[config.mk]
export PLATFORM = sky130hd
export DESIGN_NAME = sfifo_wrr_sched
export DESIGN_NICKNAME = d
export VERILOG_FILES = /design/src/rtl/sfifo_wrr_sched.sv
export SDC_FILE = /design/constraint.sdc
export NUM_CORES = 1
export LEC_CHECK = 0
export ABC_AREA = 1
export CAP_MARGIN = 10
export CORE_MARGIN = 2
export CORE_UTILIZATION = 42
export DETAILED_ROUTE_END_ITERATION = 8
export PLACE_DENSITY = 0.92
export SYNTH_ARGS = -nofsm -noshare
export SYNTH_HDL_FRONTEND = slang
export SYNTH_SLANG_ARGS = --single-unit
[constraint.sdc]
create_clock -name sys_clk -period 3 [get_ports sys_clk]
set_input_delay 0.6 -clock sys_clk [delete_from_list [all_inputs] [get_ports sys_clk]]
set_output_delay 0.6 -clock sys_clk [all_outputs]
set_load 0.005 [all_outputs]
[src/rtl/sfifo_wrr_sched.sv]
// Weighted round-robin scheduler that drains NUM_Q show-ahead FIFOs into one
// registered valid/ready egress stage, tagging each word with its source queue.
module sfifo_wrr_sched #(
    parameter  int NUM_Q      = 4,
    parameter  int WIDTH_DATA = 32,
    parameter  int WIDTH_W    = 4,
    localparam int QID_W      = (NUM_Q > 1) ? $clog2(NUM_Q) : 1
) (
    input  logic                          sys_clk,
    input  logic                          sys_rst,
    input  logic                          sched_en,
    input  logic [NUM_Q*WIDTH_W-1:0]      cfg_weight,
    input  logic [NUM_Q-1:0]              q_empty,
    input  logic [NUM_Q*WIDTH_DATA-1:0]   q_rdata,
    output logic [NUM_Q-1:0]              q_ren,
    output logic                          out_valid,
    output logic [WIDTH_DATA-1:0]         out_data,
    output logic [QID_W-1:0]              out_qid,
    input  logic                          out_ready,
    output logic                          busy
);

    localparam int SUM_W = QID_W + 1;

    typedef enum logic [0:0] {
        ST_IDLE  = 1'b0,
        ST_SERVE = 1'b1
    } state_t;

    state_t                 state_r;
    state_t                 state_nxt_s;
    logic [QID_W-1:0]       grant_r;
    logic [QID_W-1:0]       grant_nxt_s;
    logic [QID_W-1:0]       rr_ptr_r;
    logic [QID_W-1:0]       rr_ptr_nxt_s;
    logic [QID_W-1:0]       grant_inc_s;
    logic [QID_W-1:0]       pick_q_s;
    logic                   pick_found_s;
    logic [WIDTH_W-1:0]     credit_r;
    logic [WIDTH_W-1:0]     credit_nxt_s;
    logic [NUM_Q-1:0]       eligible_s;
    logic [WIDTH_DATA-1:0]  rdata_arr_s  [NUM_Q];
    logic [WIDTH_W-1:0]     weight_arr_s [NUM_Q];
    logic                   head_empty_s;
    logic                   slot_free_s;
    logic                   pop_s;
    logic                   out_valid_r;
    logic [WIDTH_DATA-1:0]  out_data_r;
    logic [QID_W-1:0]       out_qid_r;

    // Unpack the flat per-queue buses; a queue is eligible when it has data and a non-zero weight.
    genvar g;
    generate
        for (g = 0; g < NUM_Q; g++) begin : g_unpack
            assign rdata_arr_s[g]  = q_rdata[g*WIDTH_DATA +: WIDTH_DATA];
            assign weight_arr_s[g] = cfg_weight[g*WIDTH_W +: WIDTH_W];
            assign eligible_s[g]   = !q_empty[g] && (weight_arr_s[g] != {WIDTH_W{1'b0}});
        end
    endgenerate

    assign head_empty_s = q_empty[grant_r];
    assign slot_free_s  = !out_valid_r || out_ready;
    assign pop_s        = (state_r == ST_SERVE) && sched_en && !head_empty_s && slot_free_s;
    assign grant_inc_s  = (grant_r == QID_W'(NUM_Q - 1)) ? {QID_W{1'b0}} : grant_r + QID_W'(1);
    assign busy         = (state_r == ST_SERVE);
    assign out_valid    = out_valid_r;
    assign out_data     = out_data_r;
    assign out_qid      = out_qid_r;

    // Round-robin search starting at rr_ptr, wrapping modulo NUM_Q (works for non-power-of-two counts).
    always_comb begin
        logic [SUM_W-1:0] sum_s;
        logic [SUM_W-1:0] cand_s;
        logic             hit_s;
        pick_found_s = 1'b0;
        pick_q_s     = {QID_W{1'b0}};
        sum_s        = {SUM_W{1'b0}};
        cand_s       = {SUM_W{1'b0}};
        hit_s        = 1'b0;
        for (int k = 0; k < NUM_Q; k++) begin
            sum_s        = {1'b0, rr_ptr_r} + SUM_W'(k);
            cand_s       = (sum_s >= SUM_W'(NUM_Q)) ? (sum_s - SUM_W'(NUM_Q)) : sum_s;
            hit_s        = !pick_found_s && eligible_s[cand_s[QID_W-1:0]];
            pick_q_s     = hit_s ? cand_s[QID_W-1:0] : pick_q_s;
            pick_found_s = pick_found_s || hit_s;
        end
    end

    // Pop strobe for the granted queue only.
    always_comb begin
        q_ren          = {NUM_Q{1'b0}};
        q_ren[grant_r] = pop_s;
    end

    // Next-state logic: grant in IDLE, burst accounting and exit conditions in SERVE.
    always_comb begin
        state_nxt_s  = state_r;
        grant_nxt_s  = grant_r;
        rr_ptr_nxt_s = rr_ptr_r;
        credit_nxt_s = credit_r;
        case (state_r)
            ST_IDLE: begin
                if (sched_en && pick_found_s) begin
                    state_nxt_s  = ST_SERVE;
                    grant_nxt_s  = pick_q_s;
                    credit_nxt_s = weight_arr_s[pick_q_s];
                end else begin
                    state_nxt_s  = ST_IDLE;
                end
            end
            ST_SERVE: begin
                if (!sched_en) begin
                    state_nxt_s  = ST_IDLE;
                    rr_ptr_nxt_s = grant_inc_s;
                end else if (pop_s && (credit_r == WIDTH_W'(1))) begin
                    state_nxt_s  = ST_IDLE;
                    rr_ptr_nxt_s = grant_inc_s;
                end else if (slot_free_s && head_empty_s) begin
                    state_nxt_s  = ST_IDLE;
                    rr_ptr_nxt_s = grant_inc_s;
                end else if (pop_s) begin
                    credit_nxt_s = credit_r - WIDTH_W'(1);
                end else begin
                    // Downstream stall: an empty queue does not end the burst here.
                    state_nxt_s  = ST_SERVE;
                end
            end
            default: begin
                state_nxt_s = ST_IDLE;
            end
        endcase
    end

    // Scheduler state registers.
    always_ff @(posedge sys_clk or posedge sys_rst) begin
        if (sys_rst) begin
            state_r  <= ST_IDLE;
            grant_r  <= {QID_W{1'b0}};
            rr_ptr_r <= {QID_W{1'b0}};
            credit_r <= {WIDTH_W{1'b0}};
        end else begin
            state_r  <= state_nxt_s;
            grant_r  <= grant_nxt_s;
            rr_ptr_r <= rr_ptr_nxt_s;
            credit_r <= credit_nxt_s;
        end
    end

    // Egress register: load on pop, empty out when the slot frees without a pop, hold on stall.
    always_ff @(posedge sys_clk or posedge sys_rst) begin
        if (sys_rst) begin
            out_valid_r <= 1'b0;
            out_data_r  <= {WIDTH_DATA{1'b0}};
            out_qid_r   <= {QID_W{1'b0}};
        end else if (pop_s) begin
            out_valid_r <= 1'b1;
            out_data_r  <= rdata_arr_s[grant_r];
            out_qid_r   <= grant_r;
        end else if (slot_free_s) begin
            out_valid_r <= 1'b0;
        end else begin
            out_valid_r <= out_valid_r;
        end
    end

endmodule

==> results_dict.tcl <==
set metrics [dict create \
    p_sw_mw 2.117 \
    yosys.area.top_type "dfrtp_1" \
    p_clk_share_pct 7.9 \
    clk_latency_ns 0.29 \
    ys_ff_latch 44 \
    period_minus_slack_ns 2.817 \
    multi_input_area_sq_um 1982 \
    dieWidth_um 93.30 \
    yosysSeqAreaShare_pct 32.87 \
    synth_top_cell_area_share_pct 32.87 \
    htreeDepth 2 \
    synth_warnings 0 \
    cts_root_buf "clkbuf_8" \
    via_count 4133 \
    core.rowCount 32 \
    die_h_um 93.30 \
    p_leak_nw 2.408 \
    antenna_found_initial 0 \
    postCtsSetupRepairBufs 0 \
    ios 192 \
    ys_top_cells_by_area "dfrtp_1 33%, nor2_1 15%, o21ai_0 11%" \
    status "finished clean" \
    io_buffers 191 \
    swShare_pct 46.80 \
    syn2layout_area_growth_pct 62.46 \
    hold_viol 0 \
    ant_nets 0 \
    critPathLaunchType "input port" \
    drt_pass1_iterations 5 \
    layout-drive-gt1-share_pct 7.386 \
    via_per_inst 5.128 \
    clockBufferDepth 2 \
    max_freq_mhz 354.9 \
    required_ns 2.40 \
    cp_max_fo 6 \
    hold_buffers 0 \
    regArea_sq_um 1102 \
    slew_viol_final 0 \
    arrival_ns 2.22 \
    fin_crit_sh_pct 93.92 \
    synth_nets 680 \
    worst_slew_pin_slew_ns 0.5360 \
    end_kind "output pin" \
    layout.nets 861 \
    cts_made_buffers 5 \
    wl_met1_um 4431 \
    wl_per_cell_um 13.88 \
    fillers 613 \
    hold_slack_ns 0.4881 \
    ctsResizeCount 0 \
    p_total_mw 4.525 \
    max-cap-violations 0 \
    grt_pass1_vias 3972 \
    dr.max_layer_used "met4" \
    synth_cell_types 29 \
    hold_class "register to register" \
    grt_overflow 0 \
    cts_tree "built" \
    rsz0062_at_grt "false" \
    grt_use_total_pct 25.50 \
    synth_area_sq_um 3349 \
    place_congestion 0.9346 \
    relSlewSlack_pct 64.27 \
    met3WireLength_um 865 \
    seq_power_share_pct 24.4 \
    crit_start "q_empty[1]" \
    finalSetupTns_ns 0 \
    p_comb_share_pct 67.8 \
    clk_pin_slew_ns 0.08 \
    place_hpwl_um 8830 \
    avgSynthCellArea_sq_um 6.417 \
    min_from "out_data[2]" \
    routed_wl_um 11190 \
    worst_clock_skew_ns 0.01062 \
    ir_drop_mv 0.3276 \
    postLayoutCellArea_sq_um 5441 \
    p_int_mw 2.407 \
    placed_cell_area_sq_um 5360 \
    drtIter0Drc 165 \
    cts.sinks 44 \
    setup_viol 0 \
    num_antenna_cells 0 \
    wl_met2_um 5601 \
    core_sq_um 7727 \
    drc 0 \
    grt_max_degree 65 \
    syn_inst 522 \
    grt_pass1_wl_um 17880 \
    rr_startpoint "grant_r[1]" \
    crit_type "input port to output pin" \
    die_area_sq_um 8705 \
    initial_utilization_pct 43.35 \
    power_density_nw_per_um2 831.5 \
]
-- power by group through the flow --
stage | sequential [mW] | clock, mW | combinational (mW)
3_5_place_dp | 1.10 | 0 | 3.06
3_3_place_gp | 1.10 | 0 | 2.97
2_1_floorplan | 1.07 | 0 | 1.94
4_1_cts | 1.10 | 0.363 | 3.07
6_report | 1.10 | 0.355 | 3.07
5_1_grt | 1.14 | 0.390 | 3.43
-- cells by family (layout without fill, tap and decap cells) --
logic type	Yosys count	after routing	share of synthesized area, %
AO/OA/AOI/OAI	115	115	18.90
XOR/XNOR	1	1	0.2615
AND/OR/NAND/NOR	290	290	37.77
adder cells (fa/ha/maj)	6	6	2.241
flip-flops	44	44	32.87
buffers and inverters	66	248	7.957
-- layout by cell type (no fill, tap or decap), drive strengths merged, types with 2 or more instances in the layout --
cell type / synthesis / routed
nor2: 136 / 136
buf: 5 / 12
o21ai: 73 / 73
a21oi: 9 / 9
nand2: 108 / 108
inv: 37 / 36
dfrtp: 44 / 44
clkbuf: 24 / 7
o22ai: 14 / 14
clkinv: 0 / 2
clkdlybuf4s50: 0 / 191
ha: 6 / 6
a31oi: 18 / 18
nand3: 43 / 43
-- worst max-delay path, stage by stage --
cell and delay, ns:
clkdlybuf4s50_1 0.44, a21oi_1 0.16, o21ai_0 0.13, nand2_1 0.09
nand2_1 0.16, nor2_1 0.14, clkdlybuf4s50_1 0.51
-- per-layer routing --
layer  up-vias  GRT usage [%]
met3        25          6.285
met4         0          8.701
li1       2064              -
met1      1867          29.42
met5         -              0
met2       177          45.80
-- registers in the layout, summed over array words and instances (netlist names) --
register,cells
grant_r,2
credit_r,4
rr_ptr_r,2
out_data,32
busy,1
out_qid,2
out_valid,1
-- cells in the mapped netlist --
cell,count
inv_8,1
nand2_4,3
a21oi_2,1
or2_2,1
inv_1,30
ha_1,6
o22ai_1,14
nand3_4,1
o211ai_1,1
clkbuf_1,24
inv_2,6
a21oi_4,1
nand3_1,35
nor2_4,1
nand4_4,1
dfrtp_1,44
buf_1,1
nor2_1,134
nand2_1,97
buf_2,3
xor2_1,1
nand2_2,8
o21ai_0,73
a21oi_1,7
and3_1,1
a31oi_1,18
nand3_2,7
buf_6,1
nor2_2,1
-- final timing paths --
path                                end  slack (ns)  cells past startpoint
setup / recovery               q_ren[0]        0.18                      7
setup reg to reg            credit_r[0]        0.88                     12
min in group asynchronous   credit_r[0]        0.67                      2
max in group asynchronous  out_data[19]        1.68                      3
hold / removal              out_data[2]        0.49                      2
hold reg to reg             out_data[2]        0.49                      2
-- layout make-up --
class | instances | share of cell area, %
Multi-Input combinational cell | 412 | 36.42
Tap cell | 102 | 2.345
Sequential cell | 44 | 20.26
Timing Repair Buffer | 203 | 36.79
Clock buffer | 7 | 1.403
Clock inverter | 1 | 0.09198
Inverter | 37 | 2.690
-- per-stage QoR --
step | instances | util, % | setup slack (ns)
after floorplan | 522 | - | 0.9857
after global placement | 798 | 69.37 | 0.2606
after detailed placement | 798 | 69.37 | 0.1944
after CTS | 806 | 70.42 | 0.1862
after global routing | 806 | 70.42 | 0.03984
final | 806 | 70.42 | 0.1825
Power figures use the tool's default switching activity.
==> variant (same settings) <==
The parameter `WIDTH_DATA` goes from 32 to 16.
--- a/src/rtl/sfifo_wrr_sched.sv
+++ b/src/rtl/sfifo_wrr_sched.sv
@@ -2,7 +2,7 @@
 // registered valid/ready egress stage, tagging each word with its source queue.
 module sfifo_wrr_sched #(
     parameter  int NUM_Q      = 4,
-    parameter  int WIDTH_DATA = 32,
+    parameter  int WIDTH_DATA = 16,
     parameter  int WIDTH_W    = 4,
     localparam int QID_W      = (NUM_Q > 1) ? $clog2(NUM_Q) : 1
 ) (
Interface: changed (resized out_data and q_rdata); port bits go from 192 to 112. No check against the original RTL was run, so the function may have changed too.
==> variant against the original RTL <==
Design area is 34% lower; total power shrank 27%; sequential cell count shrank 16; wire length fell by 38%; largest power group unchanged; worst setup slack got worse by 0.082 ns; sequential share of layout area shrank 0.77 points; clock power decreased by 18%; maximum frequency shrank 2.8%; register-to-register slack worse by 0.05 ns; final cell count is 34% lower; synthesized area is 31% lower; critical endpoint is now q_ren[1]; sequential power down 34%; largest cell class is now multi-input gates.
==> variant: results (changes against the original RTL) <==
stage,metric,value,unit,change
global_route,largest net degree at the start of global routing,29,,was 65
layout,fillcell total,481,,was 613
layout,layout cell share with drive strength beyond 1,0.0886,,was 0.0739
power,clock share of power,0.089,,was 0.079
yosys,Synth Instances,354,,was 522
global_route,vias in the first global route,2669,,"was 3,972"
placement,Placement Setup Slack,0.0136,ns,was 0.194 ns
layout,max FFs per register,16,,was 32
layout,# nets final,558,,was 861
yosys,sequential cell area fraction in the yosys report,0.303,,was 0.329
yosys,Mapped Nets,448,,was 680
route,final wirelength,6940,microns,"was 11,200 microns"
timing,Max Clock Skew,0.00198,ns,was 0.0106 ns
global_route,grt met1 use,0.245,,was 0.294
min_path,Worst Hold Launch,out_data[15]$_DFFE_PP0P_,,was out_data[2]$_DFFE_PP0P_
power,LEAKAGE,1.68,nW,was 2.41 nW
placement,placed cell area,3500,sq um,was 5360 sq um
placement,PortBufs,111,,was 191
power,Clk. pwr,291,uW,was 355 uW
run_status,status,"finished, final reports clean",,unchanged
route,drt pass-1 iters,4,,was 5
yosys,"top cells by area, synth","dfrtp_1 (30%), nand2_1 (16%), o21ai_0 (8.4%), nor2_1 (8.0%), nand3_1 (6.7%)",,"was dfrtp_1 (33%), nor2_1 (15%), o21ai_0 (11%), nand2_1 (11%), nand3_1 (5.2%)"
yosys,Post-synth top cells,"nand2_1 (99), nor2_1 (49), o21ai_0 (39), nand3_1 (31), dfrtp_1 (28)",,"was nor2_1 (134), nand2_1 (97), o21ai_0 (73), dfrtp_1 (44), nand3_1 (35)"
placement,hpwl dp,5550,microns,was 8830 microns
route,initial drt markers,79,,was 165
layout,final std cells w/o fill,535,,was 806
yosys,Yosys cell types,33,,was 29
clock_network,Clock Latency Late Sink,0.27,ns,was 0.29 ns
==> variant: cell count changes in the layout (fill, tap and decap cells not counted), moves of 5 or more <==
cell | before | now
inv_2 | 7 | 2
clkdlybuf4s50_1 | 191 | 109
a31oi_1 | 18 | 0
dfrtp_1 | 43 | 28
nor2_1 | 134 | 48
o21ai_0 | 73 | 38
==> variant: cell families after synthesis <==
logic type / after synthesis / share of synthesized area
compound gates: 75 / 0.181
xor+xnor: 2 / 0.0157
fa+ha+maj: 6 / 0.0325
buf+inv: 46 / 0.0850
flops: 28 / 0.303
simple gates: 197 / 0.383
==> variant: path summary, 6_finish.rpt <==
check	endpoint	slack [ns]	depth (start not counted)
hold reg to reg	out_data[15]$_DFFE_PP0P_	0.48	2
max in group asynchronous	rr_ptr_r[0]$_DFFE_PP0P_	2.05	3
setup / recovery	q_ren[1]	0.10	9
hold / removal	out_data[15]$_DFFE_PP0P_	0.48	2
min in group asynchronous	out_qid[0]$_DFFE_PP0P_	0.69	3
setup reg to reg	credit_r[3]$_DFFE_PP0P_	0.83	12
==> variant: timing repair <==
action / CTS / global route
setup buffers: 0 / 1
resized for setup: 0 / 7
setup endpoints to repair: 0 / 4
==> variant: worst max-delay path: stages <==
cell and delay [ns]:
clkdlybuf4s50_1 0.45, a21oi_2 0.16, o21ai_1 0.10, nand2_1 0.10
nand2_2 0.07, nor2_4 0.15, inv_4 0.08, nor2_1 0.09
clkdlybuf4s50_1 0.50
==> variant: cell type report <==
class	count	area (sq um)	share of cell area
clock inverters	1	30.0	0.00835
inverters	30	118	0.0327
repair buffers	121	1190	0.331
flip-flops and latches	28	701	0.195
multi-input cells	280	1420	0.396
well taps	72	90.1	0.0251
clock buffers	3	41.3	0.0115
